## src/rtl/hs32_regfetch.sv

```systemverilog
// hs32 operand fetch: serializes rs1/rs2 reads through the single
// registered read port, forwarding same-edge write-backs.
module hs32_regfetch #(
  parameter int DATA_WIDTH = 32,
  parameter int ADDR_WIDTH = 4
) (
  input  logic                  clk,
  input  logic                  reset,
  input  logic                  req_valid,
  output logic                  req_ready,
  input  logic [ADDR_WIDTH-1:0] req_rs1,
  input  logic [ADDR_WIDTH-1:0] req_rs2,
  input  logic                  req_two,
  output logic                  rsp_valid,
  input  logic                  rsp_ready,
  output logic [DATA_WIDTH-1:0] rsp_a,
  output logic [DATA_WIDTH-1:0] rsp_b,
  input  logic                  wb_valid,
  input  logic [ADDR_WIDTH-1:0] wb_adr,
  input  logic [DATA_WIDTH-1:0] wb_data,
  output logic                  rf_we,
  output logic [ADDR_WIDTH-1:0] rf_wadr,
  output logic [DATA_WIDTH-1:0] rf_din,
  output logic [ADDR_WIDTH-1:0] rf_radr,
  input  logic [DATA_WIDTH-1:0] rf_dout
);

  typedef enum logic [2:0] {
    IDLE, RD_A, RD_B, CAP_B, RESP
  } state_t;

  state_t state, nxt;

  logic [ADDR_WIDTH-1:0] rs1_q, rs2_q;
  logic                  two_q, fwd_q;
  logic [DATA_WIDTH-1:0] fdata_q;
  logic [DATA_WIDTH-1:0] operand;
  logic                  hit;

  assign rf_we   = wb_valid && !reset;
  assign rf_wadr = wb_adr;
  assign rf_din  = wb_data;

  // The file returns pre-write data when read and write share an edge.
  assign hit     = wb_valid && (wb_adr == rf_radr);
  assign operand = fwd_q ? fdata_q : rf_dout;

  always_comb begin
    nxt       = state;
    req_ready = 1'b0;
    rf_radr   = '0;
    unique case (state)
      IDLE: begin
        req_ready = !reset;
        if (req_valid) nxt = RD_A;
      end
      RD_A: begin
        rf_radr = rs1_q;
        nxt     = RD_B;
      end
      RD_B: begin
        rf_radr = rs2_q;
        nxt     = two_q ? CAP_B : RESP;
      end
      CAP_B: nxt = RESP;
      RESP: if (rsp_ready) nxt = IDLE;
      default: nxt = IDLE;
    endcase
  end

  always_ff @(posedge clk) begin
    if (reset) begin
      state     <= IDLE;
      rsp_valid <= 1'b0;
      rsp_a     <= '0;
      rsp_b     <= '0;
      rs1_q     <= '0;
      rs2_q     <= '0;
      two_q     <= 1'b0;
      fwd_q     <= 1'b0;
      fdata_q   <= '0;
    end else begin
      state     <= nxt;
      rsp_valid <= (nxt == RESP);
      unique case (state)
        IDLE: begin
          if (req_valid) begin
            rs1_q <= req_rs1;
            rs2_q <= req_rs2;
            two_q <= req_two;
          end
        end
        RD_A: begin
          fwd_q   <= hit;
          fdata_q <= wb_data;
        end
        RD_B: begin
          rsp_a <= operand;
          if (two_q) begin
            fwd_q   <= hit;
            fdata_q <= wb_data;
          end else begin
            rsp_b <= '0;
          end
        end
        CAP_B: rsp_b <= operand;
        default: ;
      endcase
    end
  end

endmodule

```

## config.mk

```make
export PLATFORM = sky130hd
export DESIGN_NAME = hs32_regfetch
export DESIGN_NICKNAME = d
export VERILOG_FILES = /design/src/rtl/hs32_regfetch.sv
export SDC_FILE = /design/constraint.sdc
export NUM_CORES = 1
export LEC_CHECK = 0
export BUFFER_PORTS_ARGS = -buffer_cell sky130_fd_sc_hd__buf_2
export CAP_MARGIN = 20
export CORE_ASPECT_RATIO = 1.25
export CORE_MARGIN = 2
export CORE_UTILIZATION = 48
export DETAILED_ROUTE_END_ITERATION = 6
export GPL_ROUTABILITY_DRIVEN = 0
export HOLD_SLACK_MARGIN = 0.08
export PLACE_DENSITY = 0.85
export SETUP_SLACK_MARGIN = 0.02
export SKIP_LAST_GASP = 1
export SYNTH_ARGS = -nofsm -noshare
export SYNTH_HDL_FRONTEND = slang
export SYNTH_SLANG_ARGS = --single-unit
```

## constraint.sdc

```tcl
create_clock -name clk -period 1.95 [get_ports clk]
set_input_delay 0.195 -clock clk [delete_from_list [all_inputs] [get_ports clk]]
set_output_delay 0.195 -clock clk [all_outputs]
set_load 0.05 [all_outputs]
```

==> results of run 1 <==
==> per-layer routing <==
layer / global-route usage, % / vias to the layer above / part of all wire, %
met5: 0 / - / 0
met4: 11.6 / 0 / 3.1
met3: 2.83 / 27 / 4.7
met2: 36.8 / 142 / 51
met1: 24.5 / 1854 / 41
li1: - / 1860 / -
==> worst min-delay path: stages <==
cell and delay (ns):
buf_2 0.09, nand2_1 0.05, a21oi_1 0.05
==> stage by stage <==
| stage | hold WS (ns) | setup WS (ns) | std cells | instance area [um^2] | util, % |
|---|---|---|---|---|---|
| global placement | 0.442 | 0.266 | 729 | 5500 | 57.5 |
| finish | 0.0915 | 0.112 | 745 | 5780 | 60.5 |
| detailed placement | 0.445 | 0.206 | 729 | 5500 | 57.5 |
| floorplan | 0.331 | 0.311 | 476 | 4700 | - |
| CTS | 0.0807 | 0.0458 | 745 | 5780 | 60.5 |
| global route | 0.0945 | 0.0249 | 745 | 5780 | 60.5 |
==> flip-flops by register name, indices dropped and copies added (netlist names) <==
signal and cells:
rs1_q 4, rsp_a 32, two_q 1, rs2_q 4, state 3, rsp_valid 1
rsp_b 32, fwd_q 1, fdata_q 32
==> power by group through the flow <==
stage | Combinational [mW] | Clock [mW] | Sequential, mW
6_report | 0.821 | 1.74 | 2.39
5_1_grt | 0.872 | 1.87 | 2.40
4_1_cts | 0.825 | 1.78 | 2.39
3_5_place_dp | 0.822 | 0 | 2.44
3_3_place_gp | 0.804 | 0 | 2.44
2_1_floorplan | 0.546 | 0 | 2.52
==> logic make-up after synthesis <==
kind of cell	count (synthesis)	synth area share [%]
buffers and inverters	72	9.85
and+or+nand+nor	142	13.3
AOI/OAI and AO/OA	56	8.82
muxes	94	20.8
DFF	110	46.9
xor gates and xnor gates	2	0.373
==> Yosys cell counts <==
| cell type | count |
|---|---|
| o32ai_2 | 1 |
| nand3b_4 | 1 |
| nand3b_1 | 3 |
| clkbuf_1 | 16 |
| xor2_1 | 2 |
| buf_2 | 7 |
| a21o_1 | 1 |
| a21oi_4 | 1 |
| nand3_1 | 3 |
| a21oi_1 | 15 |
| a211oi_1 | 4 |
| o2111ai_1 | 1 |
| buf_4 | 39 |
| inv_2 | 1 |
| a32o_1 | 2 |
| nand2_1 | 19 |
| a2111oi_2 | 1 |
| and3_1 | 1 |
| dfxtp_1 | 110 |
| and3b_1 | 2 |
| and2_1 | 1 |
| mux2i_1 | 65 |
| a22oi_1 | 29 |
| nand2b_1 | 3 |
| nor4_1 | 2 |
| mux2_2 | 29 |
| inv_1 | 1 |
| nor2b_1 | 7 |
| a21boi_0 | 1 |
| buf_1 | 3 |
| buf_6 | 5 |
| nor2_1 | 98 |
| nand4bb_1 | 2 |
==> repair_timing <==
| action | 4_1_cts | 5_1_grt |
|---|---|---|
| gates resized for setup | 0 | 2 |
| setup buffers | 0 | 0 |
| setup endpoints to repair | 0 | 2 |
==> path summary, 6_finish.rpt <==
path	depth (start not counted)	to	slack, ns
worst max register to register	5	rsp_a[15]$_SDFFE_PP0N_	0.30
worst min-delay path	3	rs2_q[1]$_SDFFE_PP0P_	0.09
worst min register to register	2	rs2_q[1]$_SDFFE_PP0P_	0.46
worst max-delay path	3	rf_radr[3]	0.11
==> layout make-up <==
type | instances | area (um^2) | share of cell area, %
clock buffers | 12 | 256 | 4.43
clock inverters | 4 | 30.0 | 0.519
multi-input cells | 294 | 2040 | 35.3
inverters | 2 | 7.51 | 0.130
well taps | 126 | 158 | 2.73
repair buffers | 197 | 1090 | 18.8
flip-flops and latches | 110 | 2210 | 38.1
==> impl_results.md, run 1 <==
* Drt total wl at 11,500 um
* Post-DR vias/cell at 5.21
* CTS sink count at 110
* Setup crit end kind: output pin
* Clk root buf: clkbuf_16
* Worst path max stage delay at 0.64 ns
* Global-route wire length before repair at 17,700 um
* Syn Nets at 558
* Ys Warns at 0
* Required time of the worst setup path at 1.75 ns
* # fillers at 799
* Final HPWL DP at 8190 um
* Antenna Nets Post-Route at 0
* Maxcap violations at 0
* Largest net degree at the start of global routing at 66
* CTS tree: built
* Worst-skew pair later-pin latency at 0.34 ns
* Num CTS Buffers at 9
* Final setup fails at 0
* Mean post-synth cell area at 9.87 um^2
* Peak supply drop at 0.497 mV
* Combinational power share at 16.6%
* Most frequent cells in the layout: buf_2, dfxtp_1, nor2_1, mux2i_1
* Cell Int Power at 3.56 mW
* Layout area overhead at 23.1%
* Yosys reg bits at 110
* Synth cell types at 33
* Seq pwr share at 48.3%
* Status: finished, final reports clean
* H-tree Lvls at 3
* Most common cell after layout, fill and taps aside: buf_2
* Die area at 10,600 um^2
* Post-synthesis cell count at 476
* Total power draw at 4.95 mW
* Largest cells by area after synthesis: dfxtp_1, mux2i_1, nor2_1
* GRT Resource Usage Total at 20.9%
* Final net count at 696
* WS Path Type: flop to output pin
* Drt first pass iters at 4
* Deepest clock path buffer count at 2
* Grt ovf at 0
* Layout cells sized above 1 at 40.5%
* Routed len/inst at 15.4 um
* Post-synth top area share at 46.9%
* Routed vias at 3,883
* Diodes inserted at 0
* Lkg Pwr at 2.58 nW
* Initial antenna violation count at 0
* Worst path bufs/invs at 2
* Max-slew violations at 0
* Overall die width at 92.5 um
* Final Critical Period at 1.84 ns
* Startpoint type of the worst setup path: flop
* Max stage delay cell, worst path: dfxtp_1
* Hold Violations, Final at 0
* Hold Buf Count CTS at 0
* CP max FO at 13
* HP Start: req_rs2[1]
* Max frequency at 544 MHz
* Skew final at 0.00525 ns
* Core Region at 9560 um^2
* Chip Height at 115 um
* Worst Hold Class: input pin to flop
* Clock group share of total power at 35.1%
* Crit-path cells: inv_2, a32o_1, buf_2
* Period utilisation layout at 94.3%
* Sw Ratio at 28.1%
* Cell Pwr Density at 855 nW/um^2
* Crit path from: state[2]$_SDFF_PP0_
* Vias in the first global route at 3,669
* Largest area contributor in the netlist: dfxtp_1
* Clk pin slew, worst setup/hold paths at 0.07 ns
* NetSw at 1.39 mW
* Area of the mapped netlist at 4700 um^2
* Family with the most delay on the worst path: flip-flops
* # DRC at 0
* DRT iter0 DRCs at 129
* I/O pins at 189
* Register area share after synthesis at 46.9%
* Port Buffers at 188
* Critical Path AT at 1.64 ns
* Initial Utilization at 49.1%
* Worst Tran Pin Value at 0.532 ns
* Setup TNS at 0 ns
* Rel. slew slack at 64.5%
* RSZ-0062 raised after global routing: no
* Site Rows at 40
* Worst r2r src: state[1]$_SDFF_PP0_
Power figures use the tool's default switching activity.
==> run 2, diff against run 1 <==
--- a/config.mk
+++ b/config.mk
@@ -12,8 +12,9 @@
 export CORE_UTILIZATION = 48
 export DETAILED_ROUTE_END_ITERATION = 6
 export GPL_ROUTABILITY_DRIVEN = 0
+export GPL_TIMING_DRIVEN = 1
 export HOLD_SLACK_MARGIN = 0.08
-export PLACE_DENSITY = 0.85
+export PLACE_DENSITY = 0.9
 export SETUP_SLACK_MARGIN = 0.02
 export SKIP_LAST_GASP = 1
 export SYNTH_ARGS = -nofsm -noshare
==> run 2 against run 1 <==
Effect of this change:
- sequential share of layout area hardly changed
- worst setup slack better by 0.066 ns
- clock skew is 0.0041 ns higher
- critical endpoint is now rf_radr[0]
- largest cell class unchanged
- highest routed layer unchanged
==> impl_results.md, run 2 (synthesis results as in run 1) <==
* Status: finished, final reports clean
* Die area at 10,600 um^2
* Crit path from: state[1]$_SDFF_PP0_
* Period utilisation layout at 90.9%
* I/O pins at 189
* Rel. slew slack at 70.5%
* WS Path Type: flop to output pin
* RSZ-0062 raised after global routing: no
* Clk root buf: clkbuf_16
* Lkg Pwr at 2.59 nW
* GRT Resource Usage Total at 21.8%
* Cell Pwr Density at 870 nW/um^2
* Grt ovf at 0
* Startpoint type of the worst setup path: flop
* Setup TNS at 0 ns
* Top flop regs: fdata_q x32, rsp_a x32, rsp_b x32
* Setup crit end: rf_radr[0]
* Combinational power share at 16.2%
* Worst-skew pair later-pin latency at 0.34 ns
* Initial Utilization at 49.1%
* Final Critical Period at 1.77 ns
* Num CTS Buffers at 9
* Antenna Nets Post-Route at 0
* Seq pwr share at 47.5%
* Setup slack, reg-to-reg at 0.33 ns
* Vias in the first global route at 3,870
* Clk pin slew, worst setup/hold paths at 0.07 ns
* Clock group share of total power at 36.3%
* Routed len/inst at 15.7 um
* Layout area overhead at 23.2%
* Final net count at 698
* Setup bufs post-CTS at 0
* Sw Ratio at 28.3%
* Final HPWL DP at 8420 um
* Worst r2r src: state[1]$_SDFF_PP0_
* Chip Height at 115 um
* Peak supply drop at 0.507 mV
* Most frequent cells in the layout: buf_2, dfxtp_1, nor2_1, mux2i_1
* Worst path max stage delay at 0.48 ns
* Largest net degree at the start of global routing at 74
* Reg2reg path depth at 5
* Drt total wl at 11,700 um
* CTS sink count at 110
* Overall die width at 92.5 um
* Skew final at 0.00935 ns
* Layout cells sized above 1 at 40.9%
* Final setup fails at 0
* CTS tree: built
* CP max FO at 13
* Final hold slack at 0.0916 ns
* Port Buffers at 188
* Post-DR vias/cell at 5.24
* Max stage delay cell, worst path: dfxtp_2
* # DRC at 0
* Initial antenna violation count at 0
* Setup crit end kind: output pin
* Worst Tran Pin Value at 0.442 ns
* Hold Violations, Final at 0
* Global-route wire length before repair at 18,400 um
* Drt first pass iters at 5
* Total power draw at 5.04 mW
* Max frequency at 564 MHz
* Core Region at 9560 um^2
* Critical Path AT at 1.58 ns
* Crit-path cells: nor2b_1, a32o_1, buf_2
* Diodes inserted at 0
* Most common cell after layout, fill and taps aside: buf_2
* DRT iter0 DRCs at 138
* Site Rows at 40
* Worst Hold Class: input pin to flop
* Required time of the worst setup path at 1.75 ns
* Routed vias at 3,913
* Cell Int Power at 3.61 mW
* H-tree Lvls at 3
* Max-slew violations at 0
* NetSw at 1.43 mW
* # fillers at 829
* Deepest clock path buffer count at 2
* Maxcap violations at 0
* RR Endpoint: rsp_a[2]$_SDFFE_PP0N_
==> run 2: power by group through the flow <==
stage	combinational, mW	sequential (mW)	clock [mW]
global placement	0.795	2.43	0
detailed placement	0.816	2.44	0
global route	0.870	2.40	1.94
floorplan	0.546	2.52	0
CTS	0.821	2.39	1.86
finish	0.817	2.39	1.83
==> run 2: worst min-delay path by stage <==
stage | from | endpoint | slack, ns | cells past startpoint
2_1_floorplan | req_rs2[0] | rs2_q[0]$_SDFFE_PP0P_ | 0.33 | 2
3_3_place_gp | req_two | two_q$_SDFFE_PP0P_ | 0.44 | 3
3_5_place_dp | req_two | two_q$_SDFFE_PP0P_ | 0.44 | 3
4_1_cts | req_rs2[2] | rs2_q[2]$_SDFFE_PP0P_ | 0.08 | 3
5_1_grt | req_rs1[1] | rs1_q[1]$_SDFFE_PP0P_ | 0.09 | 3
6_report | req_rs2[2] | rs2_q[2]$_SDFFE_PP0P_ | 0.09 | 3
==> run 2: per-layer routing <==
metal	track usage, %	share of wire [%]	vias up	wire length [um]
met2	40.6	53	131	6230
met4	10.5	2.6	0	303
met5	0	0	-	0
met1	24.1	40	1890	4680
met3	2.76	4.3	23	504
li1	-	-	1869	-
==> run 2: area by class of cell <==
| class | instances | area [um^2] | share of cell area [%] |
|---|---|---|---|
| Multi-Input combinational cell | 294 | 2040 | 35.3 |
| Clock inverter | 7 | 71.3 | 1.23 |
| Inverter | 2 | 7.51 | 0.130 |
| Sequential cell | 110 | 2210 | 38.1 |
| Timing Repair Buffer | 199 | 1080 | 18.6 |
| Tap cell | 126 | 158 | 2.72 |
| Clock buffer | 9 | 225 | 3.89 |
==> run 2: metrics by stage <==
stage                     setup WS, ns  utilization, %  area [um^2]  instances
after floorplan                  0.311               -         4700        476
after global placement           0.273            57.3         5480        730
after detailed placement         0.182            57.3         5480        730
after CTS                       0.0285            60.5         5780        747
after global routing            0.0912            60.5         5790        747
final                            0.177            60.5         5790        747
==> run 2: critical path: cells and delay by family (launching register included) <==
| kind | cells | cell delay [ns] |
|---|---|---|
| DFF | 1 | 0.48 |
| and+or+nand+nor | 1 | 0.25 |
| AOI/OAI and AO/OA | 1 | 0.22 |
| buffers and inverters | 1 | 0.29 |
==> run 2: what timing repair did <==
action	in CTS	in global routing
setup endpoints to repair	0	5
endpoints found under the hold margin	1	0
resized for setup	0	3
hold buffers	1	0
==> run 3, diff against run 2 <==
--- a/config.mk
+++ b/config.mk
@@ -14,7 +14,7 @@
 export GPL_ROUTABILITY_DRIVEN = 0
 export GPL_TIMING_DRIVEN = 1
 export HOLD_SLACK_MARGIN = 0.08
-export PLACE_DENSITY = 0.9
+export PLACE_DENSITY = 0.79
 export SETUP_SLACK_MARGIN = 0.02
 export SKIP_LAST_GASP = 1
 export SYNTH_ARGS = -nofsm -noshare
==> run 3 against run 2 <==
Effect of this change:
- combinational power decreased by 2%
- largest power group unchanged
- clock skew decreased by 0.0028 ns
- register-to-register slack about the same
- worst setup slack got worse by 0.043 ns
- highest routed layer unchanged
- routed wire length decreased by 4.8%
==> impl_results.md, run 3 (synthesis results as in run 1) <==
* Vias in the first global route at 3,735
* Post-DR vias/cell at 5.10
* Crit-path cells: nor2b_1, a32o_1, buf_2
* Final net count at 695
* Worst Tran Pin Value at 0.586 ns
* Layout area overhead at 22.1%
* Status: finished, final reports clean
* Final setup fails at 0
* Finished Cell Area at 5730 um^2
* Period utilisation layout at 93.1%
* Family with the most delay on the worst path: flip-flops
* Critical Path AT at 1.62 ns
* Clk pin slew, worst setup/hold paths at 0.07 ns
* CTS tree: built
* Drt total wl at 11,200 um
* Rel. slew slack at 60.9%
* Overall die width at 92.5 um
* Max frequency at 551 MHz
* Routed vias at 3,777
* Die area at 10,600 um^2
* Site Rows at 40
* Hold Buf Count CTS at 0
* Startpoint type of the worst setup path: flop
* Setup WS pre-CTS at 0.180 ns
* Global-route wire length before repair at 17,200 um
* Deepest clock path buffer count at 2
* Post-cts sizing count at 1
* Most common cell after layout, fill and taps aside: buf_2
* Max-slew violations at 0
* Final Critical Period at 1.82 ns
* CP max FO at 13
* Skew final at 0.00652 ns
* Cell Pwr Density at 851 nW/um^2
* Grt ovf at 0
* Setup slack, reg-to-reg at 0.32 ns
* Antenna Nets Post-Route at 0
* Clk root buf: clkbuf_16
* # DRC at 0
* Final worst setup slack at 0.134 ns
* WS Path Type: flop to output pin
* GRT Resource Usage Total at 20.4%
* CTS sink count at 110
* Min-Delay Endpoint: rs1_q[2]$_SDFFE_PP0P_
* DRT iter0 DRCs at 176
* Max stage delay cell, worst path: dfxtp_2
* Initial antenna violation count at 1
* RSZ-0062 raised after global routing: no
* Setup TNS at 0 ns
* Port Buffers at 188
* Peak supply drop at 0.581 mV
* I/O pins at 189
* Top flop regs: fdata_q x32, rsp_a x32, rsp_b x32
* Maxcap violations at 0
* H-tree Lvls at 3
* Hold path cells at 3
* Most frequent cells in the layout: buf_2, dfxtp_1, nor2_1, mux2i_1
* Layout cells sized above 1 at 40.4%
* Worst Hold Class: input pin to flop
* Core Region at 9560 um^2
* Routed len/inst at 15.1 um
* Setup bufs post-CTS at 0
* Largest net degree at the start of global routing at 60
* Worst-skew pair later-pin latency at 0.33 ns
* Lkg Pwr at 2.56 nW
* Worst r2r src: state[1]$_SDFF_PP0_
* Drt first pass iters at 4
* Worst path bufs/invs at 1
* Worst path max stage delay at 0.47 ns
* Chip Height at 115 um
* Hold Violations, Final at 0
* Dpl cell area at 5460 um^2
* Setup crit end kind: output pin
* Num CTS Buffers at 9
* HP Start: req_rs1[2]
* Reg2reg path depth at 5
* Initial Utilization at 49.1%
* RR Endpoint: rsp_a[23]$_SDFFE_PP0N_
* Final HPWL DP at 7950 um
* Required time of the worst setup path at 1.75 ns
## run 3: final cells by class
cell class,count,area (um^2)
diodes,1,2.50
clock buffers,9,225
clock inverters,3,40.0
fillers,833,3820
inverters,2,7.51
multi-input cells,294,2040
flip-flops and latches,110,2210
well taps,126,158
repair buffers,196,1050
## run 3: metrics by stage
stage,cells,total power [mW],hold slack (ns),utilization [%]
2_1_floorplan,476,3.07,0.331,-
3_3_place_gp,728,3.23,0.439,57.1
3_5_place_dp,728,3.25,0.447,57.1
4_1_cts,740,4.93,0.0899,59.9
5_1_grt,740,5.10,0.0922,60.0
6_report,741,4.88,0.102,60.0
## run 3: worst max path at each step
| stage | from | endpoint | slack, ns | depth (start not counted) |
|---|---|---|---|---|
| global route | state[1]$_SDFF_PP0_ | rf_radr[3] | 0.07 | 3 |
| global placement | state[1]$_SDFF_PP0_ | rsp_a[3]$_SDFFE_PP0N_ | 0.30 | 5 |
| detailed placement | state[1]$_SDFF_PP0_ | rsp_a[9]$_SDFFE_PP0N_ | 0.18 | 5 |
| CTS | state[0]$_SDFF_PP0_ | rf_radr[3] | 0.04 | 3 |
| floorplan | state[0]$_SDFF_PP0_ | fwd_q$_SDFFE_PP0P_ | 0.31 | 5 |
| finish | state[1]$_SDFF_PP0_ | rf_radr[3] | 0.13 | 3 |
## run 3: report_power, final
group / internal, mW / switching (mW)
Combinational: 0.273 / 0.532
Clock: 0.962 / 0.724
Sequential: 2.33 / 0.0569
## run 3: per-layer routing
metal,wire (um),global-route usage [%]
met1,4490,23.4
met2,5700,35.8
met3,636,5.33
met4,327,8.96
met5,0,0
## run 3: worst register-to-register path, cell delays in order, from the launching register on
cell and delay (ns):
dfxtp_2 0.47, nor2b_1 0.27, and2_2 0.21, buf_12 0.25
mux2i_1 0.26, nor2_1 0.06
